===== config.mk =====
export PLATFORM = sky130hd
export DESIGN_NAME = ysyx_24110006_trap_unit
export DESIGN_NICKNAME = d
export VERILOG_FILES = /design/src/rtl/ysyx_24110006_trap_pkg.sv /design/src/rtl/ysyx_24110006_csr_alu.sv /design/src/rtl/ysyx_24110006_trap_unit.sv
export SDC_FILE = /design/constraint.sdc
export NUM_CORES = 1
export LEC_CHECK = 0
export BUFFER_PORTS_ARGS = -buffer_cell sky130_fd_sc_hd__buf_4
export CELL_PAD_IN_SITES_DETAIL_PLACEMENT = 1
export CELL_PAD_IN_SITES_GLOBAL_PLACEMENT = 2
export CORE_ASPECT_RATIO = 1.4
export CORE_MARGIN = 2
export CORE_UTILIZATION = 28
export CTS_CLUSTER_SIZE = 24
export DETAILED_ROUTE_END_ITERATION = 16
export GPL_TIMING_DRIVEN = 0
export PLACE_DENSITY = 0.86
export SLEW_MARGIN = 5
export SYNTH_ARGS = -nofsm -noshare
export SYNTH_HDL_FRONTEND = slang
export SYNTH_SLANG_ARGS = --single-unit

===== constraint.sdc =====
create_clock -name i_clock -period 2.2 [get_ports i_clock]
set_input_delay 0.33 -clock i_clock [delete_from_list [all_inputs] [get_ports i_clock]]
set_output_delay 0.33 -clock i_clock [all_outputs]
set_load 0.05 [all_outputs]

===== src/rtl/ysyx_24110006_trap_pkg.sv =====
`default_nettype none
// ============================================================================
//  Module   : ysyx_24110006_trap_pkg
//  Purpose  : Shared definitions for the trap/CSR sequencer: op codes, CSR
//             addresses, mstatus bit positions, trap cause codes and the
//             sequencer state encoding.
//  Ports    : none (package)
//  Revision : 1.0 - initial release
// ============================================================================
package ysyx_24110006_trap_pkg;

   typedef enum logic [2:0] {
      OP_NONE   = 3'd0,
      OP_CSRRW  = 3'd1,
      OP_CSRRS  = 3'd2,
      OP_CSRRC  = 3'd3,
      OP_ECALL  = 3'd4,
      OP_EBREAK = 3'd5,
      OP_MRET   = 3'd6
   } op_e;

   localparam logic [11:0] CSR_MSTATUS   = 12'h300;
   localparam logic [11:0] CSR_MTVEC     = 12'h305;
   localparam logic [11:0] CSR_MEPC      = 12'h341;
   localparam logic [11:0] CSR_MCAUSE    = 12'h342;
   localparam logic [11:0] CSR_MVENDORID = 12'hF11;
   localparam logic [11:0] CSR_MARCHID   = 12'hF12;

   localparam int MSTATUS_MIE    = 3;
   localparam int MSTATUS_MPIE   = 7;
   localparam int MSTATUS_MPP_LO = 11;
   localparam int MSTATUS_MPP_HI = 12;

   localparam logic [4:0] CAUSE_ECALL_M    = 5'd11;
   localparam logic [4:0] CAUSE_BREAKPOINT = 5'd3;

   typedef enum logic [2:0] {
      S_IDLE  = 3'd0,
      S_RD    = 3'd1,
      S_WR    = 3'd2,
      S_EPC   = 3'd3,
      S_CAUSE = 3'd4,
      S_STAT  = 3'd5,
      S_VEC   = 3'd6,
      S_RESP  = 3'd7
   } state_e;

   // Read-only identification CSRs: the CSR file returns a constant for
   // these and discards writes, so the sequencer does not special-case them.
   function automatic logic csr_is_read_only(input logic [11:0] addr);
      return (addr == CSR_MVENDORID) || (addr == CSR_MARCHID);
   endfunction

endpackage : ysyx_24110006_trap_pkg
`default_nettype wire


===== src/rtl/ysyx_24110006_csr_alu.sv =====
`default_nettype none
// ============================================================================
//  Module   : ysyx_24110006_csr_alu
//  Purpose  : Combinational new-value generator for CSR writes: csrrw/s/c
//             data merge, and mstatus update for trap entry and mret.
//  Ports    : op      in  3     operation (ysyx_24110006_trap_pkg::op_e)
//             old_val in  XLEN  current CSR value
//             src     in  XLEN  rs1 value / zimm
//             new_val out XLEN  value to write back
//  Revision : 1.0 - initial release
// ============================================================================
module ysyx_24110006_csr_alu
   import ysyx_24110006_trap_pkg::*;
#(
   parameter int XLEN = 32
) (
   input  logic [2:0]      op,
   input  logic [XLEN-1:0] old_val,
   input  logic [XLEN-1:0] src,
   output logic [XLEN-1:0] new_val
);

   always_comb begin
      new_val = old_val;
      case (op)
         OP_CSRRW: new_val = src;
         OP_CSRRS: new_val = old_val | src;
         OP_CSRRC: new_val = old_val & ~src;
         OP_ECALL, OP_EBREAK: begin
            // Trap entry: stash the interrupt enable, mask interrupts, M-mode.
            new_val[MSTATUS_MPIE]                  = old_val[MSTATUS_MIE];
            new_val[MSTATUS_MIE]                   = 1'b0;
            new_val[MSTATUS_MPP_HI:MSTATUS_MPP_LO] = 2'b11;
         end
         OP_MRET: begin
            // Trap return: restore MIE; only M-mode exists so MPP stays 11.
            new_val[MSTATUS_MIE]                   = old_val[MSTATUS_MPIE];
            new_val[MSTATUS_MPIE]                  = 1'b1;
            new_val[MSTATUS_MPP_HI:MSTATUS_MPP_LO] = 2'b11;
         end
         default: new_val = old_val;
      endcase
   end

endmodule : ysyx_24110006_csr_alu
`default_nettype wire


===== src/rtl/ysyx_24110006_trap_unit.sv =====
`default_nettype none
// ============================================================================
//  Module   : ysyx_24110006_trap_unit
//  Purpose  : Sequences CSR instructions and ecall/ebreak/mret from EXU into
//             at most one CSR-file write per cycle, returning the old CSR
//             value and, for traps/mret, a redirect PC.
//  Ports    : i_clock, i_reset            clock, sync active-high reset
//             i_valid/o_ready             request handshake (ready in IDLE)
//             i_op, i_csr_addr, i_src,
//             i_src_zero, i_pc            request payload
//             o_resp_valid/i_resp_ready   response handshake
//             o_rd_data, o_redirect,
//             o_redirect_pc               response payload (registered)
//             o_csr_wen, o_csr_addr,
//             o_csr_wdata, i_csr_rdata    CSR file port (comb. read)
//  Revision : 1.0 - initial release
// ============================================================================
module ysyx_24110006_trap_unit
   import ysyx_24110006_trap_pkg::*;
#(
   parameter int              XLEN       = 32,
   parameter logic [XLEN-1:0] MTVEC_MASK = 32'hFFFF_FFFC
) (
   input  logic            i_clock,
   input  logic            i_reset,
   input  logic            i_valid,
   output logic            o_ready,
   input  logic [2:0]      i_op,
   input  logic [11:0]     i_csr_addr,
   input  logic [XLEN-1:0] i_src,
   input  logic            i_src_zero,
   input  logic [XLEN-1:0] i_pc,
   output logic            o_resp_valid,
   input  logic            i_resp_ready,
   output logic [XLEN-1:0] o_rd_data,
   output logic            o_redirect,
   output logic [XLEN-1:0] o_redirect_pc,
   output logic            o_csr_wen,
   output logic [11:0]     o_csr_addr,
   output logic [XLEN-1:0] o_csr_wdata,
   input  logic [XLEN-1:0] i_csr_rdata
);

   state_e          state;
   logic [2:0]      op_q;
   logic [11:0]     csr_addr_q;
   logic [XLEN-1:0] src_q;
   logic            src_zero_q;
   logic [XLEN-1:0] pc_q;
   logic [XLEN-1:0] rd_data;
   logic            redirect;
   logic [XLEN-1:0] redirect_pc;

   logic [XLEN-1:0] alu_old;
   logic [XLEN-1:0] alu_new;
   logic            wen;
   logic [11:0]     addr;
   logic [XLEN-1:0] wdata;
   logic [XLEN-1:0] cause_val;

   ysyx_24110006_csr_alu #(.XLEN(XLEN)) u_csr_alu (
      .op      (op_q),
      .old_val (alu_old),
      .src     (src_q),
      .new_val (alu_new)
   );

   assign cause_val = (op_q == OP_EBREAK) ? XLEN'(CAUSE_BREAKPOINT) : XLEN'(CAUSE_ECALL_M);

   // CSR port decode. The old value for csr ops was captured in RD (held in
   // rd_data); mstatus is read and rewritten within STAT using the
   // combinational read port.
   always_comb begin
      wen     = 1'b0;
      addr    = '0;
      wdata   = '0;
      alu_old = rd_data;
      case (state)
         S_RD: addr = csr_addr_q;
         S_WR: begin
            wen   = 1'b1;
            addr  = csr_addr_q;
            wdata = alu_new;
         end
         S_EPC: begin
            wen   = 1'b1;
            addr  = CSR_MEPC;
            wdata = pc_q;
         end
         S_CAUSE: begin
            wen   = 1'b1;
            addr  = CSR_MCAUSE;
            wdata = cause_val;
         end
         S_STAT: begin
            wen     = 1'b1;
            addr    = CSR_MSTATUS;
            alu_old = i_csr_rdata;
            wdata   = alu_new;
         end
         S_VEC: addr = (op_q == OP_MRET) ? CSR_MEPC : CSR_MTVEC;
         default: begin
            wen   = 1'b0;
            addr  = '0;
            wdata = '0;
         end
      endcase
   end

   // A reset arriving mid-sequence must not let the pending write land.
   assign o_csr_wen   = wen & ~i_reset;
   assign o_csr_addr  = addr;
   assign o_csr_wdata = wdata;

   always_ff @(posedge i_clock) begin
      if (i_reset) begin
         state       <= S_IDLE;
         op_q        <= '0;
         csr_addr_q  <= '0;
         src_q       <= '0;
         src_zero_q  <= 1'b0;
         pc_q        <= '0;
         rd_data     <= '0;
         redirect    <= 1'b0;
         redirect_pc <= '0;
      end else begin
         case (state)
            S_IDLE: begin
               if (i_valid) begin
                  op_q        <= i_op;
                  csr_addr_q  <= i_csr_addr;
                  src_q       <= i_src;
                  src_zero_q  <= i_src_zero;
                  pc_q        <= i_pc;
                  rd_data     <= '0;
                  redirect    <= 1'b0;
                  redirect_pc <= '0;
                  case (i_op)
                     OP_CSRRW, OP_CSRRS, OP_CSRRC: state <= S_RD;
                     OP_ECALL, OP_EBREAK:          state <= S_EPC;
                     OP_MRET:                      state <= S_STAT;
                     default:                      state <= S_RESP;
                  endcase
               end
            end
            S_RD: begin
               rd_data <= i_csr_rdata;
               // Set/clear with a zero operand must not write (side effects).
               if (((op_q == OP_CSRRS) || (op_q == OP_CSRRC)) && src_zero_q)
                  state <= S_RESP;
               else
                  state <= S_WR;
            end
            S_WR:    state <= S_RESP;
            S_EPC:   state <= S_CAUSE;
            S_CAUSE: state <= S_STAT;
            S_STAT:  state <= S_VEC;
            S_VEC: begin
               redirect    <= 1'b1;
               redirect_pc <= (op_q == OP_MRET) ? i_csr_rdata : (i_csr_rdata & MTVEC_MASK);
               state       <= S_RESP;
            end
            S_RESP: begin
               if (i_resp_ready)
                  state <= S_IDLE;
            end
            default: state <= S_IDLE;
         endcase
      end
   end

   assign o_ready       = (state == S_IDLE);
   assign o_resp_valid  = (state == S_RESP);
   assign o_rd_data     = rd_data;
   assign o_redirect    = redirect;
   assign o_redirect_pc = redirect_pc;

endmodule : ysyx_24110006_trap_unit
`default_nettype wire

Word-level counts from Yosys, hierarchy flattened

Index checks and enable logic that the tools add are counted.

Register bits: 148
Bits of input ports: 116
Output and inout port bits: 112
Word-level logic and storage cells: 76

Equal/unequal tests: 21
Multiplexer cells: 24
Bitwise operators: 5
Reductions and logical operators: 17

Operators by type and width:

| operator                                                               | count |
|---|---|
| 32-bit one-hot mux with 2 select lines                                 | 2 |
| 32-bit one-hot mux with 3 select lines                                 | 1 |
| 32-bit two-way mux                                                     | 2 |
| 12-bit one-hot mux with 5 select lines                                 | 1 |
| 19-bit one-hot mux with 3 select lines                                 | 1 |
| 3-bit one-hot mux with 3 select lines                                  | 4 |
| 32-bit bitwise AND                                                     | 1 |
| 32-bit NOT                                                             | 1 |
| 32-bit OR                                                              | 1 |
| 3-bit equality test (second input constant)                            | 10 |
| 3-bit one-hot mux with 7 select lines                                  | 1 |
| 3-bit by 2-bit equality test with 1-bit output (second input constant) | 6 |
| 1-bit one-hot mux with 5 select lines                                  | 2 |
| 2-bit OR reduction                                                     | 5 |
| 3-bit by 1-bit equality test with 1-bit output (second input constant) | 3 |
| 3-bit two-way mux                                                      | 3 |
| 2-bit one-hot mux with 4 select lines                                  | 1 |
| 2-bit AND reduction                                                    | 4 |
| 7-bit two-way mux                                                      | 1 |
| 3-bit OR reduction                                                     | 2 |
| 4-bit two-way mux                                                      | 1 |
| 2-bit nonzero test                                                     | 2 |
| 4-bit OR reduction                                                     | 1 |
| 3-bit logical NOT                                                      | 1 |
| other kinds (9)                                                        | 10 |

Depth between registers and ports, before layout

Depth in word-level cells: 5
Depth in mapped cells: 9
Depth with buffers taken out: 6

Modules after synthesis

From an unflattened synthesis, not the netlist that was laid out.

Cell total of the unflattened synthesis: 915
Area total of the unflattened synthesis: 7288.2 sq um

Modules (own cells, without submodules):

| module                  | times used | cells each | area an instance (sq um) | seq. area each (sq um) |
|---|---|---|---|---|
| ysyx_24110006_trap_unit | 1          | 784        | 6363.6                   | 2962.8 |
| ysyx_24110006_csr_alu   | 1          | 131        | 924.6                    | 0.0 |

Worst setup path before layout

No wires, ideal clock.

Path type: reg-to-output
From: register state[0]
To: output port o_csr_wdata[14]
Arrival time: 2.202 ns
Data required time: 1.870 ns
Path slack: -0.332 ns
Stages on the path, launching flop included: 7
Buffers on the path: 2
Path through: dfxtp_1 inv_1 ha_1 buf_2 mux2i_1 clkbuf_1 o21ai_0

Longest elaborated chain between the ends: 5
Elaborated cells on any way between the ends: 10
Classes of those cells: eq/ne: 4; mux: 3; bitwise: 2; reduce/logical: 1

RTL lines:

| what                                            | line                                                     | text |
|---|---|---|
| from (decl)                                     | ysyx_24110006_trap_unit.sv:44                            | `state_e state;` |
| from (signal assigned)                          | ysyx_24110006_trap_unit.sv:117                           | `state <= S_IDLE;` |
| from (signal assigned)                          | ysyx_24110006_trap_unit.sv:139                           | `OP_CSRRW, OP_CSRRS, OP_CSRRC: state <= S_RD;` |
| from (signal assigned)                          | ysyx_24110006_trap_unit.sv:140                           | `OP_ECALL, OP_EBREAK: state <= S_EPC;` |
| 3-bit equality test                             | ysyx_24110006_trap_unit.sv:78                            | `case (state)` |
| 32-bit two-way mux                              | ysyx_24110006_trap_unit.sv:78                            |  |
| 32-bit bitwise AND or 32-bit OR (tied branches) | ysyx_24110006_csr_alu.sv:28, ysyx_24110006_csr_alu.sv:27 |  |
| 19-bit one-hot mux with 3 select lines          | ysyx_24110006_csr_alu.sv:25                              | `case (op)` |
| 32-bit one-hot mux with 3 select lines *        | ysyx_24110006_trap_unit.sv:78                            |  |
| to (decl)                                       | ysyx_24110006_trap_unit.sv:40                            | `output logic [XLEN-1:0] o_csr_wdata,` |

Mark *: on every way between the ends. The rest lies on a longest branch, timed or not.

Worst setup path in the final report

From: register state[1]
To: output port o_csr_wdata[4]

Longest elaborated chain between the ends: 5
Elaborated cells on any way between the ends: 10
Classes of those cells: eq/ne: 4; mux: 3; bitwise: 2; reduce/logical: 1

RTL lines:

| what                                            | line |
|---|---|
| 3-bit equality test                             | ysyx_24110006_trap_unit.sv:78 |
| 32-bit two-way mux                              | ysyx_24110006_trap_unit.sv:78 |
| 32-bit bitwise AND or 32-bit OR (tied branches) | ysyx_24110006_csr_alu.sv:28, ysyx_24110006_csr_alu.sv:27 |
| 3-bit one-hot mux with 3 select lines           | ysyx_24110006_csr_alu.sv:25 |
| 32-bit one-hot mux with 3 select lines *        | ysyx_24110006_trap_unit.sv:78 |

Marked as above.

==> summary.md <==
| Metric | Value |
|---|---|
| Avg Inst Size Synth | roughly 7.7 sq um |
| Total global-route track usage | a little under a quarter |
| CP Cell Sequence | inv_2, ha_4, nand2_8, buf_12, mux2_2, a22oi_2, o21ai_1, buf_6 |
| Mapped Area | roughly 0.007 sq mm |
| Post-synthesis compound-gate area fraction | a little over a fifth |
| Failing checks | negative setup slack |
| CTS hold repair buffers | 0 |
| Main area contributors after synthesis | dfxtp_1 (43%), nand2_1 (14%), a21oi_1 (11%), nand3_1 (4.7%), mux2_2 (4.5%) |
| Hold WC Path Type | input port to register |
| DIE HEIGHT | approximately 190 microns |
| CTS buffer count | 17 |
| Max-cap violations | 0 |
| Vias | 7570 |
| DRC violations left | 0 |
| Post-Synth XOR/XNOR Area | less than 1% |
| Largest net degree at the start of global routing | 17 |
| Top delay family on crit path | multiplexers |
| Nets@finish | 1290 |
| Number of stages on the worst setup path | 8 |
| Period utilization | 112% |
| Post-synth EDFFs | 0 |
| First-pass DRT Iterations | 4 |
| Crit path capture type | output port |
| Worst Skew | 0.0137 ns |
| Synth-to-Final Area Change | 53.1% |
| Crit path DAT | around 2.1 ns |
| GPL Wtd Cong | slightly above 0.8 |
| Leading area contributor after synthesis | dfxtp_1 |
| Post-Route WL | between 30 and 40 mm |
| Final setup viols | 42 |
| Peak Freq | around 0.4 GHz |
| Clock root cell | clkbuf_16 |
| Adder-cell share of the synthesized area | less than 1% |
| Clk_lat worst skew | 0.43 ns |
| Core area | 0.0246 sq mm |
| Buf/Inv on CP | 3 |
| Post-DP HPWL | approximately 23 mm |
| Mux cell area share after synthesis | 5.27% |
| Clk sinks | ~150 |
| Layout cell share with drive strength beyond 1 | between 30% and 40% |
| Die area | approximately 0.026 sq mm |
| Register-to-register setup slack | between 0.15 and 0.2 ns |
| Ys Warns | 0 |
| Mapped Cells | just over 900 |
| Initial antenna violation count | 2 |
| First-pass GRT wire length | between 40 and 50 mm |
| Max Root-Sink Buffers | 2 |
| Worst r2r path cells | 9 |
| Final setup margin | -0.267 ns |
| Vias in the first global route | approximately 7800 |
| Share of Yosys cell area claimed by the top area cell type | 42.6% |
| Register area share after synthesis | roughly 43% |
| DR iter-0 viols | between 300 and 400 |
| Vias per inst | 5.05 |
| Static leakage | 4.23 nW |
| Slowest cell on crit path | mux2_2 |
| Total Neg Setup Slack | -6.83 ns |
| Routed len/inst | a little over 20 microns |
| Port Buffer Count | 226 |
| Place WS | -0.391 ns |
| Worst-path clk slew | approximately 0.070 ns |
| Simple-Gate Fraction of Synth Area | a little under a quarter |
| Run status | complete, but fails checks |
| #FFs+latches synth | approximately 150 |
| Slew headroom | 50.7% |
| Num rows | between 60 and 70 |
| Slew Viols, Final | 0 |
| Htree depth | 4 |
| Gr ovfl total | 0 |
| Pwr dens | 1200 mW/mm^2 |
| Starting Density | between 20 and 30% |
| Startpoint types | register |
| Most used DFF post-synth | dfxtp_1 |
| Die Width | 137 microns |
| Critical-path maximum fanout | 5 |
| Netlist cell types | 47 |
| Peak supply drop | a little under 1 mV |
| Hold depth | 3 |
| # IOs | approximately 230 |
| Fin. Hold Viols | 0 |
| Final ANT Viol Nets | 0 |
| FFs w/ async S/R, synth | 0% |
| RSZ-0062 raised after global routing | yes |
| Main combinational cell family by area after synthesis | simple AND/OR/NAND/NOR gates |
| Largest stage delay on the critical path | between 0.3 and 0.4 ns |
| CTS tree | done |
| Fin util | between 40% and 50% |
| WP data required | around 1.9 ns |
| Crit path time final | 2.47 ns |
| Worst slew pin tran | roughly 0.74 ns |
| Syn Nets | 1030 |
| CP Class | register to output port |
[layer usage]
| metal | track usage [%] | routed length [microns] | up-vias |
|---|---|---|---|
| li1 | - | - | 3651 |
| met1 | 27.2 | 12400 | 3690 |
| met2 | 40.7 | 15900 | 198 |
| met3 | 4.20 | 1570 | 31 |
| met4 | 7.97 | 652 | 0 |
| met5 | 0 | 0 | - |
[per-stage QoR]
stage                     cells  total power [mW]  hold WS (ns)  cell area, sq um
after CTS                  1497              12.6         0.125             10500
after detailed placement   1451              8.70         0.445              9070
after global placement     1451              8.65         0.437              9070
final                      1500              12.7         0.144             10700
after floorplan             910              6.91         0.432              6980
after global routing       1499              13.3         0.148             10700
[kinds of logic (layout without fill, tap and decap cells)]
family,after synthesis,after routing
AOI/OAI and AO/OA,266,266
other,0,3
buffers and inverters,86,358
DFF,148,148
adders and majority gates,4,4
and+or+nand+nor,373,373
muxes,32,32
xor gates and xnor gates,1,1
[tightest hold or removal path: cells and delay by family]
| family | cells | cell delay, ns |
|---|---|---|
| AOI/OAI and AO/OA | 1 | 0.05 |
| and+or+nand+nor | 1 | 0.04 |
| buffers and inverters | 1 | 0.11 |
[area by class of cell]
type                       count  area [sq um]
inverter                       4          15.0
tap                          315           394
timing repair buffer         243          2040
antenna                        3          7.51
buffer                        80           591
clock buffer                  19           443
sequential                   148          2970
clock inverter                12           131
multi-input combinational    676          4070
fill                        2921         13900
[path summary, 6_finish.rpt]
| kind | start | endpoint |
|---|---|---|
| max | state[1]$_SDFFE_PP0P_ | o_csr_wdata[4] |
| min | i_pc[2] | pc_q[2]$_SDFFE_PP0P_ |
| max reg2reg | state[1]$_SDFFE_PP0P_ | src_q[12]$_SDFFE_PP0P_ |
| min reg2reg | pc_q[21]$_SDFFE_PP0P_ | pc_q[21]$_SDFFE_PP0P_ |
[synthesized netlist by cell type, drive strengths merged, types with 4 or more instances]
master / n
a21oi: 151
a22oi: 28
a32oi: 5
and2: 8
buf: 50
clkbuf: 32
dfxtp: 148
ha: 4
inv: 4
mux2: 31
nand2: 266
nand3: 66
nand3b: 4
nor2: 12
nor2b: 5
o21ai: 61
[sequential cells by signal (all words and copies together) (netlist names)]
| signal | flops |
|---|---|
| csr_addr_q | 12 |
| o_rd_data | 32 |
| o_redirect | 1 |
| o_redirect_pc | 32 |
| op_q | 3 |
| pc_q | 32 |
| src_q | 32 |
| src_zero_q | 1 |
| state | 3 |
[power by group]
| group | internal (mW) | total, mW | switching (mW) |
|---|---|---|---|
| Combinational | 2.37 | 6.42 | 4.05 |
| Sequential | 3.10 | 3.41 | 0.308 |
| Clock | 1.70 | 2.91 | 1.21 |
[layout by cell type (no fill, tap or decap), types with 4 or more instances in the layout]
cell type  instances
buf_12             4
clkbuf_1          21
o21ai_2           22
nor2_1             7
nand3_1           66
and2_4             6
clkbuf_8           6
clkinv_2           4
clkbuf_16         17
a22oi_2           26
buf_4            201
dfxtp_1          144
nand2_1          263
a32oi_1            4
mux2_4            29
o21ai_1           13
nor2b_1            4
a21oi_1          149
buf_8              5
clkinv_4           4
buf_2             24
nor2_4             4
o21ai_0           26
buf_6             56
[repair_timing]
action / in CTS / in global routing
cloned: 2 / 0
gates resized for setup: 204 / 26
buffers inserted: 14 / 1
setup endpoints to repair: 45 / 45
pin swaps: 24 / 7
Note: power is estimated with default switching activity, not from simulation.
